### config.mk
export PLATFORM = sky130hd
export DESIGN_NAME = cla_pipe_adder
export DESIGN_NICKNAME = d
export VERILOG_FILES = /design/src/rtl/cla_pkg.sv /design/src/rtl/cla_group.sv /design/src/rtl/cla_pipe_adder.sv
export SDC_FILE = /design/constraint.sdc
export NUM_CORES = 1
export LEC_CHECK = 0
export ABC_AREA = 1
export BUFFER_PORTS_ARGS = -buffer_cell sky130_fd_sc_hd__buf_2
export CAP_MARGIN = 10
export CORE_MARGIN = 4
export CORE_UTILIZATION = 40
export DETAILED_ROUTE_END_ITERATION = 8
export PLACE_DENSITY_LB_ADDON = 0.3
export SLEW_MARGIN = 20
export SYNTH_ARGS = -nofsm -noshare
export SYNTH_HDL_FRONTEND = slang
export SYNTH_SLANG_ARGS = --single-unit
### constraint.sdc
create_clock -name clk -period 4.95 [get_ports clk]
set_input_delay 0.99 -clock clk [delete_from_list [all_inputs] [get_ports clk]]
set_output_delay 0.99 -clock clk [all_outputs]
set_load 0.05 [all_outputs]
### src/rtl/cla_pkg.sv
// rtl/cla_pkg.sv - shared constants and helpers for the pipelined lookahead adder
package cla_pkg;

    localparam int DEF_NBIT = 16;
    localparam int DEF_BLK  = 4;

    // Operation select encoding on the sub input
    localparam logic ADD = 1'b0;
    localparam logic SUB = 1'b1;

    // Number of BLK-bit lookahead groups across an NBIT operand
    function automatic int group_count(input int nbit, input int blk);
        return nbit / blk;
    endfunction

endpackage

### src/rtl/cla_group.sv
// rtl/cla_group.sv - combinational BLK-bit carry-lookahead cell
module cla_group #(
    parameter int BLK = 4
) (
    input  logic [BLK-1:0] g,
    input  logic [BLK-1:0] p,
    input  logic           cin,
    output logic           gg,
    output logic           gp,
    output logic [BLK-1:0] c
);

    // c[i] is the carry into bit i, written as a flat sum of products so no
    // carry ripples through the cell; gg/gp summarise the whole block.
    always_comb begin : lookahead
        logic term;
        term = 1'b0;
        c    = '0;
        gg   = 1'b0;
        gp   = 1'b1;
        for (int i = 0; i < BLK; i++) begin
            term = cin;
            for (int k = 0; k < i; k++) term = term & p[k];
            c[i] = term;
            for (int j = 0; j < i; j++) begin
                term = g[j];
                for (int k = j + 1; k < i; k++) term = term & p[k];
                c[i] = c[i] | term;
            end
        end
        for (int j = 0; j < BLK; j++) begin
            term = g[j];
            for (int k = j + 1; k < BLK; k++) term = term & p[k];
            gg = gg | term;
            gp = gp & p[j];
        end
    end

endmodule

### src/rtl/cla_pipe_adder.sv
// rtl/cla_pipe_adder.sv - 3-stage elastic two-level carry-lookahead adder/subtractor
module cla_pipe_adder
    import cla_pkg::*;
#(
    parameter int NBIT = DEF_NBIT,
    parameter int BLK  = DEF_BLK
) (
    input  logic            clk,
    input  logic            rst,
    input  logic            in_valid,
    output logic            in_ready,
    input  logic [NBIT-1:0] a,
    input  logic [NBIT-1:0] b,
    input  logic            c,
    input  logic            sub,
    output logic            out_valid,
    input  logic            out_ready,
    output logic [NBIT-1:0] sum,
    output logic            cout,
    output logic            ovf
);

    localparam int NGRP = group_count(NBIT, BLK);

    logic            v1_q, v1_d, v2_q, v2_d, v3_q, v3_d;
    logic            ld1, ld2, ld3;
    logic [NBIT-1:0] b_eff;
    logic            cin_eff;

    logic [NBIT-1:0] g1_q, g1_d, p1_q, p1_d;
    logic            cin1_q, cin1_d;

    logic [NBIT-1:0] g2_q, g2_d, p2_q, p2_d;
    logic [NGRP-1:0] grp_g2_q, grp_g2_d, grp_p2_q, grp_p2_d, grp_c2_q, grp_c2_d;

    logic [NBIT-1:0] sum_q, sum_d;
    logic            cout_q, cout_d, ovf_q, ovf_d;

    logic [NGRP-1:0] grp_g, grp_p, grp_c;
    logic [NBIT-1:0] lvl1_c_unused;
    logic            top_g_unused, top_p_unused;
    logic [NBIT-1:0] bit_c;
    logic [NGRP-1:0] s3_gg_unused, s3_gp_unused;
    logic            carry_out;

    // Elastic handshake: a stage loads when empty or when the stage after it moves
    always_comb begin
        ld3      = ~v3_q | out_ready;
        ld2      = ~v2_q | ld3;
        ld1      = ~v1_q | ld2;
        in_ready = ld1 & ~rst;
        v1_d     = ld1 ? in_valid : v1_q;
        v2_d     = ld2 ? v1_q     : v2_q;
        v3_d     = ld3 ? v2_q     : v3_q;
    end

    // S1: bitwise generate/propagate against the (possibly inverted) B operand
    always_comb begin
        b_eff   = b;
        cin_eff = c;
        case (sub)
            ADD:     begin b_eff = b;  cin_eff = c;    end
            SUB:     begin b_eff = ~b; cin_eff = 1'b1; end
            default: begin b_eff = b;  cin_eff = c;    end
        endcase
        g1_d   = g1_q;
        p1_d   = p1_q;
        cin1_d = cin1_q;
        if (ld1 && in_valid) begin
            g1_d   = a & b_eff;
            p1_d   = a ^ b_eff;
            cin1_d = cin_eff;
        end
    end

    // First-level group G/P, then the second level turns them into group carry-ins
    for (genvar gi = 0; gi < NGRP; gi++) begin : g_lvl1
        cla_group #(.BLK(BLK)) u_grp (
            .g   (g1_q[gi*BLK +: BLK]),
            .p   (p1_q[gi*BLK +: BLK]),
            .cin (1'b0),
            .gg  (grp_g[gi]),
            .gp  (grp_p[gi]),
            .c   (lvl1_c_unused[gi*BLK +: BLK])
        );
    end

    cla_group #(.BLK(NGRP)) u_lvl2 (
        .g   (grp_g),
        .p   (grp_p),
        .cin (cin1_q),
        .gg  (top_g_unused),
        .gp  (top_p_unused),
        .c   (grp_c)
    );

    // S2: capture bit g/p alongside the group G/P and group carry-ins
    always_comb begin
        g2_d     = g2_q;
        p2_d     = p2_q;
        grp_g2_d = grp_g2_q;
        grp_p2_d = grp_p2_q;
        grp_c2_d = grp_c2_q;
        if (ld2 && v1_q) begin
            g2_d     = g1_q;
            p2_d     = p1_q;
            grp_g2_d = grp_g;
            grp_p2_d = grp_p;
            grp_c2_d = grp_c;
        end
    end

    // Per-bit carries inside each group from its registered carry-in
    for (genvar gi = 0; gi < NGRP; gi++) begin : g_lvl3
        cla_group #(.BLK(BLK)) u_grp (
            .g   (g2_q[gi*BLK +: BLK]),
            .p   (p2_q[gi*BLK +: BLK]),
            .cin (grp_c2_q[gi]),
            .gg  (s3_gg_unused[gi]),
            .gp  (s3_gp_unused[gi]),
            .c   (bit_c[gi*BLK +: BLK])
        );
    end

    // S3: sum bits, carry out of the MSB group chain, and signed overflow
    always_comb begin
        carry_out = grp_c2_q[0];
        for (int i = 0; i < NGRP; i++) carry_out = grp_g2_q[i] | (grp_p2_q[i] & carry_out);
        sum_d  = sum_q;
        cout_d = cout_q;
        ovf_d  = ovf_q;
        if (ld3 && v2_q) begin
            sum_d  = p2_q ^ bit_c;
            cout_d = carry_out;
            ovf_d  = bit_c[NBIT-1] ^ carry_out;
        end
    end

    // All pipeline state, cleared asynchronously so in-flight beats vanish at once
    always_ff @(posedge clk or posedge rst) begin
        if (rst) begin
            v1_q     <= 1'b0;
            v2_q     <= 1'b0;
            v3_q     <= 1'b0;
            g1_q     <= '0;
            p1_q     <= '0;
            cin1_q   <= 1'b0;
            g2_q     <= '0;
            p2_q     <= '0;
            grp_g2_q <= '0;
            grp_p2_q <= '0;
            grp_c2_q <= '0;
            sum_q    <= '0;
            cout_q   <= 1'b0;
            ovf_q    <= 1'b0;
        end else begin
            v1_q     <= v1_d;
            v2_q     <= v2_d;
            v3_q     <= v3_d;
            g1_q     <= g1_d;
            p1_q     <= p1_d;
            cin1_q   <= cin1_d;
            g2_q     <= g2_d;
            p2_q     <= p2_d;
            grp_g2_q <= grp_g2_d;
            grp_p2_q <= grp_p2_d;
            grp_c2_q <= grp_c2_d;
            sum_q    <= sum_d;
            cout_q   <= cout_d;
            ovf_q    <= ovf_d;
        end
    end

    assign out_valid = v3_q;
    assign sum       = sum_q;
    assign cout      = cout_q;
    assign ovf       = ovf_q;

endmodule

==> impl_metrics.toml, run 1 <==
[synthesis]
syn-instance-count = 506
synth_fp_nets = 564
synthDistinctLibCells = 25
synth_area_um2 = 4374
yosysSeqAreaShare = 0.5378
syn_area_per_cell_um2 = 8.645
ys_seq_elements = 94
yosys_warnings = 0

[global_routing]
grt_pass1_vias = 3189
grt_overflow = 0
grt_pass1_wl_um = 15180
grt_usage = 0.1461
antenna_found_initial = 0
grt_max_degree = 76

[floorplanning]
rows = 37
die_w_um = 112.6
die_area_um2 = 12670
die-height_um = 112.6
start_util = 0.4162
design.core.area_um2 = 10510
io_pins = 58

[timing]
timing.hold.ws_ps = 475.7
final-setup-viol-count = 0
post-route-period-util = 0.5621
fin_ws_ps = 2168
rsz0062_at_grt = "no"
skew_ps = 5.307
relSlewSlack = 0.4005
maxSlewViolCount = 0
clock.fmax_ghz = 0.3594
period_minus_slack_ps = 2782
worst_pin_slew_ps = 899.2
fin_setup_tns_ps = 0
timing.final.hold_violations = 0

[pwr]
power_frac_comb = 0.343
vdd_drop_max_uv = 192.1
internal_power_mw = 1.560
p_per_area_nw_per_um2 = 528.7
p_sw_mw = 1.045
sequentialPowerShare = 0.443
switching_share = 0.4012
p_clk_frac = 0.214
p_total_mw = 2.606
p_leak_nw = 2.616

[layout]
stdcell_count = 696
fill_cells = 1016
antenna_cells = 0
stdcell_area_um2 = 4928
nets = 614
syn2layout_area_growth_pct = 12.67
final_core_util = 0.4690
final_layout_size_suffix_gt1_frac = 0.1536

[setup_path]
critical_path_class = "primary input to output pin"
timing.rr.end = "ovf"
arrival_ps = 1790
cp_max_fo = 21
required_ps = 3960
critPathCaptureType = "output pin"
regToRegSetupSlack_ps = 3010
rr_startpoint = "out_valid"
start_kind = "primary input"
r2r_cells = 6

[route]
vias = 3247
route.detailed.drc = 0
wl_um = 8339
vias_per_cell = 4.665
routedWlPerCell_um = 11.98
firstDrtPassIters = 4
postRouteAntennaNets = 0
drt_iter0_drc = 247

[clock_tree]
clk_pin_slew_ps = 80
cts_root_buf = "clkbuf_8"
h-tree-depth = 3
clk_latency_ps = 360
postCtsSetupRepairBufs = 0
cts.sinks = 94
cts_tree = "built"
numCtsBuffers = 9
postCtsHoldBufs = 0
cts_resized = 0
clockBufferDepth = 2

[place]
dp.cells = 681
dp_hpwl_um = 6047
placedInstanceArea_um2 = 4707
gp_congestion = 0.8304
post-place-ws_ps = 2132
io_buffers = 57

[min_path]
hold_path.class = "flop to flop"
hp-start = "sum[8]"
worstHoldPathCells = 2
hold_end = "sum[8]"

[run_status]
outcome = "complete, no violations"

[job]
cap_violations = 0
[layer usage]
layer	up-vias	global-route usage	routed length, um
met5	-	0	0
met2	59	0.1975	3362
met3	8	0.02749	305
met4	0	0.06010	127
met1	1487	0.2268	4543
li1	1693	-	-
[state kept, by name, indices dropped and copies added (netlist names)]
signal and cells:
g1_q 16, p1_q 16, p2_q 16, sum 16, g2_q 12, grp_c2_q 4
grp_g2_q 4, grp_p2_q 4, cin1_q 1, cout 1, out_valid 1, ovf 1
v1_q 1, v2_q 1
[synthesized netlist by cell type, drive strengths merged]
| master | count | area share |
|---|---|---|
| a21oi | 7 | 0.0089 |
| a31oi | 1 | 0.0014 |
| buf | 17 | 0.028 |
| clkbuf | 2 | 0.0017 |
| dfrtp | 94 | 0.54 |
| ha | 20 | 0.057 |
| inv | 40 | 0.034 |
| nand2 | 212 | 0.18 |
| nand3 | 16 | 0.019 |
| nand4 | 3 | 0.0057 |
| nor2 | 14 | 0.012 |
| nor3 | 6 | 0.0069 |
| o21ai | 57 | 0.069 |
| or2 | 1 | 0.0014 |
| xor2 | 16 | 0.032 |
[power by group through the flow]
stage	clock network (mW)	logic, mW	registers [mW]
2_1_floorplan	0	0.467	1.39
3_3_place_gp	0	0.885	1.16
3_5_place_dp	0	0.901	1.17
4_1_cts	0.574	0.908	1.16
5_1_grt	0.605	1.02	1.19
6_report	0.557	0.894	1.15
[critical path: stages]
cell	delay, ps
buf_2	90
clkinv_2	300
nand2_1	170
inv_1	50
buf_2	200
[cells by family after synthesis]
logic type / after synthesis / synth area share
xor gates and xnor gates: 16 / 0.03204
DFF: 94 / 0.5378
and+or+nand+nor: 252 / 0.2297
AOI/OAI and AO/OA: 65 / 0.07895
buffers and inverters: 59 / 0.06436
adders and majority gates: 20 / 0.05721
[area by class of cell]
type                            count  area (um2)  share of cell area
Clock inverter                      4       70.07             0.01422
Inverter                           40       151.4             0.03072
Clock buffer                       11       151.4             0.03072
Multi-Input combinational cell    353        1740              0.3531
Timing Repair Buffer               58       292.8             0.05941
Tap cell                          136       170.2             0.03453
Sequential cell                    94        2352              0.4773
[worst max path at each step]
stage	slack, ps	depth (start not counted)	startpoint	to
after detailed placement	2130	5	rst	in_ready
final	2170	5	rst	in_ready
after global routing	2020	5	rst	in_ready
after CTS	2130	5	rst	in_ready
after floorplan	500	3	rst	in_ready
after global placement	2130	5	rst	in_ready
[layout by cell type (no fill, tap or decap), drive strengths merged]
master	count
xor2	16
inv	39
or2	1
a31oi	1
clkinv	3
nor2	14
buf	58
dfrtp	94
nor3	6
ha	20
clkbuf	11
nand4	3
a21oi	7
nand2	212
bufinv	2
nand3	16
o21ai	57
Power figures use the tool's default switching activity.
==> run 2, diff against run 1 <==
- clock period: 4.95 -> 2.5 ns (I/O delays scaled with it)
==> run 2 against run 1 <==
Net effect:
- non-clock buffer count is 5 higher
- sequential power grew 98%
- via count fell by 0.43%
- final area is 0.15% lower
- first-iteration DRC count decreased by 24%
- hold slack got worse by 160 ps
- critical path type is now flop to output pin
==> impl_metrics.toml, run 2 (synthesized netlist as in run 1, its figures left out) <==
[setup_path]
cp-startpoint = "out_valid"
cp_max_fo = 5
required_ps = 2000
start_kind = "flop"
critPathCaptureType = "output pin"
critical_path_class = "flop to output pin"
arrival_ps = 1310
rr_startpoint = "out_valid"

[clock_tree]
cts_resized = 0
numCtsBuffers = 9
clockBufferDepth = 2
postCtsSetupRepairBufs = 0
cts_tree = "built"
postCtsHoldBufs = 0
clk_latency_ps = 360
h-tree-depth = 3
clk_pin_slew_ps = 80
cts_root_buf = "clkbuf_8"
cts.sinks = 94

[global_routing]
grt_overflow = 0
grt_use_met1 = 0.2244
grt_pass1_wl_um = 15290
grt_max_degree = 95
grt_busiest_layer = "met1"
grt_pass1_vias = 3194
gr-usage-met3 = 0.03127
grt_usage = 0.1477
met2_usage = 0.2010
antenna_found_initial = 0

[route]
wl_um = 8419
vias = 3233
route.detailed.drc = 0
postRouteAntennaNets = 0
routedWlPerCell_um = 12.04
vias_per_cell = 4.625
drt_iter0_drc = 188
firstDrtPassIters = 5

[place]
io_buffers = 57
dp_hpwl_um = 6039
gp_congestion = 0.8183
dp.cells = 686

[timing]
skew_ps = 6.934
period_minus_slack_ps = 1813
final-setup-viol-count = 0
maxSlewViolCount = 0
relSlewSlack = 0.6777
timing.final.hold_violations = 0
post-route-period-util = 0.7252
clock.fmax_ghz = 0.5516
timing.hold.ws_ps = 319.1
rsz0062_at_grt = "no"
worst_pin_slew_ps = 483.5

[layout]
final_layout_size_suffix_gt1_frac = 0.1581
final_common_cell = "nand2_1"
stdcell_count = 699
nets = 619
mostFrequentLayoutCells = "210 x nand2_1, 94 x dfrtp_1, 57 x buf_2, 52 x o21ai_0, 36 x inv_1"
fill_cells = 1037
antenna_cells = 0
syn2layout_area_growth_pct = 12.50

[pwr]
p_leak_nw = 2.612
p_total_mw = 4.954
vdd_drop_max_uv = 352.2
p_per_area_nw_per_um2 = 1007

[floorplanning]
rows = 37
die_area_um2 = 12670
die-height_um = 112.6
io_pins = 58
design.core.area_um2 = 10510
start_util = 0.4162
die_w_um = 112.6

[run_status]
outcome = "complete, no violations"

[min_path]
hold_path.class = "primary input to asynchronous set/reset pin"

[job]
cap_violations = 0
==> run 2: metal layers <==
metal,share of wire,up-vias
met5,0,-
met4,0.022,0
met3,0.044,13
met2,0.40,74
met1,0.54,1445
li1,-,1701
==> run 2: final cells by class <==
type	instances	area, um2	area share
Inverter	40	153.9	0.03127
Clock buffer	11	151.4	0.03077
Timing Repair Buffer	63	342.8	0.06967
Multi-Input combinational cell	353	1740	0.3537
Tap cell	136	170.2	0.03458
Clock inverter	2	10.01	0.002034
Sequential cell	94	2352	0.4780
==> run 2: path summary, 6_finish.rpt <==
kind                                  to  slack (ps)  cells past startpoint
worst max-delay path            in_ready         690                      4
max in group asynchronous        g1_q[4]        1820                      3
worst max register to register    cin1_q        1040                      6
worst min register to register    sum[4]         470                      2
worst min-delay path             sum[14]         320                      3
min in group clk                  cin1_q         380                      3
==> run 2: per-stage QoR <==
stage,setup WS [ps],utilization,TNS (ps),cell area (um2)
floorplan,-235.7,-,-235.7,4378
global placement,826.9,0.4529,0,4760
detailed placement,784.0,0.4529,0,4760
CTS,667.9,0.4683,0,4921
global route,610.3,0.4683,0,4921
finish,686.9,0.4683,0,4921
==> run 2: power breakdown <==
part	switching [mW]	total, mW	internal (mW)	leakage [nW]
Combinational	1.27	1.80	0.522	1.34
Clock	0.480	0.877	0.396	0.0869
Sequential	0.302	2.28	1.98	1.19
==> run 2: critical path, cell delays in order, from the launching register on <==
cell and delay (ps):
dfrtp_1 450, nand4_2 150, nand2_1 60, inv_1 50, buf_2 250
==> run 3, diff against run 2 <==
- ABC_AREA: 1 -> 0
- clock period: 2.5 -> 1.6 ns (I/O delays scaled with it)
==> run 3 against run 2 <==
Net effect:
- clock-buffer cell count is the same
- synthesized cell count fell by 34%
- sequential cell count unchanged
- worst setup slack got worse by 640 ps
- cell count fell by 22%
- register-to-register slack worse by 900 ps
- clock power up 110%
- via count decreased by 17%
- final area grew 2.6%
- largest cell class unchanged
- total power is 60% higher
- critical endpoint unchanged
- hold slack got worse by 210 ps
- sequential share of layout area decreased by 1.2 points
==> impl_metrics.toml, run 3 <==
[setup_path]
timing.rr.end = "grp_c2_q[3]"
critical_path_class = "flop to output pin"
crit_family = "flip-flops"
cpPeakStageDelay_ps = 420
crit_buf_inv = 1
required_ps = 1280
crit_slowest_cell = "dfrtp_2"
start_kind = "flop"
critPathCaptureType = "output pin"
regToRegSetupSlack_ps = 140
cp_max_fo = 3
path_cells = "nand4b_1 > and2_4 > buf_8"
arrival_ps = 1230
rr_startpoint = "out_valid"
r2r_cells = 5

[timing]
clock.fmax_ghz = 0.6437
rsz0062_at_grt = "yes"
relSlewSlack = 0.6370
skew_ps = 9.786
post-route-period-util = 0.9710
period_minus_slack_ps = 1554
maxSlewViolCount = 0
fin_setup_tns_ps = 0
final-setup-viol-count = 0
timing.final.hold_violations = 0
worst_pin_slew_ps = 544.4

[run_status]
outcome = "complete, no violations"

[route]
route.detailed.drc = 0
firstDrtPassIters = 4
vias = 2673
drt_iter0_drc = 76
vias_per_cell = 4.914
routedWlPerCell_um = 14.47
postRouteAntennaNets = 0
wl_um = 7869

[global_routing]
antenna_found_initial = 0
grt_max_degree = 95
grt_pass1_wl_um = 13420
grt_pass1_vias = 2806
grt_overflow = 0
grt_usage = 0.1350

[pwr]
switching_share = 0.3613
p_total_mw = 7.946
p_per_area_nw_per_um2 = 1573
sequentialPowerShare = 0.447
p_sw_mw = 2.871
p_leak_nw = 2.422
vdd_drop_max_uv = 758.8
internal_power_mw = 5.075
power_frac_comb = 0.316
p_clk_frac = 0.236

[synthesis]
synth_top_cell_area_share = 0.5520
yosysSeqAreaShare = 0.5520
yosys_warnings = 0
yosys-top-cells-area = "dfrtp_1 55%, mux2_1 15%, ha_1 5.9%"
synth_area_um2 = 4262
synth_flop_cell = "dfrtp_1"
synthDistinctLibCells = 35
ys_seq_elements = 94
syn-instance-count = 336
synthArstFlopShare = 1.000
syn_area_per_cell_um2 = 12.68
synth-edff-count = 0
yosysMostFrequentCell = "dfrtp_1"
synth_top_area_cell = "dfrtp_1"
synth_fp_nets = 394
yosys-top-cells-count = "94 x dfrtp_1, 55 x mux2_1, 41 x nand2_1"

[layout]
mostFrequentLayoutCells = "93 x dfrtp_1, 56 x buf_2, 55 x mux2_1, 41 x nand2_1, 20 x ha_1"
fill_cells = 956
multi_input_area_um2 = 1804
antenna_cells = 0
nets = 461
final_layout_size_suffix_gt1_frac = 0.2549
syn2layout_area_growth_pct = 18.50
final_common_cell = "dfrtp_1"
seqCellArea_um2 = 2354

[clock_tree]
cts_tree = "built"
numCtsBuffers = 9
clk_pin_slew_ps = 90
clockBufferDepth = 2
clk_latency_ps = 360
h-tree-depth = 3
cts_root_buf = "clkbuf_8"
cts.sinks = 94

[floorplanning]
start_util = 0.4110
design.core.area_um2 = 10370
die_area_um2 = 12370
die_w_um = 111.2
rows = 37
die-height_um = 111.2
io_pins = 58

[job]
cap_violations = 0

[place]
dp_hpwl_um = 5638
io_buffers = 57
gp_congestion = 0.7222

[min_path]
hold_path.class = "primary input to asynchronous set/reset pin"
## run 3: power groups by stage
stage | Combinational (mW) | Clock, mW | Sequential [mW]
floorplan | 1.15 | 0 | 4.26
global placement | 2.47 | 0 | 3.59
detailed placement | 2.52 | 0 | 3.62
CTS | 2.55 | 1.94 | 3.57
global route | 2.76 | 2.02 | 3.67
finish | 2.51 | 1.88 | 3.55
## run 3: repair_timing
action	in CTS	in global routing
buffers inserted	3	0
setup endpoints to repair	1	4
pin swaps	2	0
hold buffers	0	0
resized for setup	2	5
endpoints found under the hold margin	0	0
## run 3: worst max-delay path by stage
stage	slack, ps	to	depth (start not counted)	from
6_report	50	in_ready	3	v1_q
5_1_grt	-10	in_ready	3	v1_q
4_1_cts	4	in_ready	3	out_valid
3_5_place_dp	-70	p1_q[10]	4	sub
3_3_place_gp	-50	p1_q[1]	4	sub
2_1_floorplan	-960	in_ready	2	rst
## run 3: cell families after synthesis
logic type,Yosys count,synth area share
AOI/OAI and AO/OA,43,0.06606
adders and majority gates,20,0.05872
muxes,66,0.1738
and+or+nand+nor,76,0.08573
xor gates and xnor gates,18,0.03699
buffers and inverters,19,0.02672
DFF,94,0.5520
## run 3: cell type report
type | instances | area share
repair buffers | 69 | 0.08870
well taps | 136 | 0.03370
flip-flops and latches | 94 | 0.4661
inverters | 6 | 0.005203
clock inverters | 5 | 0.02106
clock buffers | 11 | 0.02800
multi-input cells | 223 | 0.3573
## run 3: metal layers
layer / GRT usage / vias up / part of all wire
met2: 0.2216 / 39 / 0.50
li1: - / 1315 / -
met1: 0.1738 / 1306 / 0.45
met4: 0.05191 / 0 / 0.019
met3: 0.03111 / 13 / 0.037
met5: 0 / - / 0
## run 3: stage by stage
stage / util / area [um2] / hold slack (ps) / worst slack, ps / std cells
6_report: 0.4870 / 5050 / 112.6 / 46.38 / 544
5_1_grt: 0.4870 / 5050 / 137.1 / -10.38 / 544
4_1_cts: 0.4854 / 5034 / 136.1 / 4.439 / 544
3_5_place_dp: 0.4590 / 4760 / 457.0 / -66.62 / 525
3_3_place_gp: 0.4590 / 4760 / 450.7 / -46.19 / 525
2_1_floorplan: - / 4265 / 428.4 / -960.4 / 336
## run 3: tightest hold or removal path: stages
cell	delay, ps
buf_2	110
clkinvlp_4	90
buf_12	390
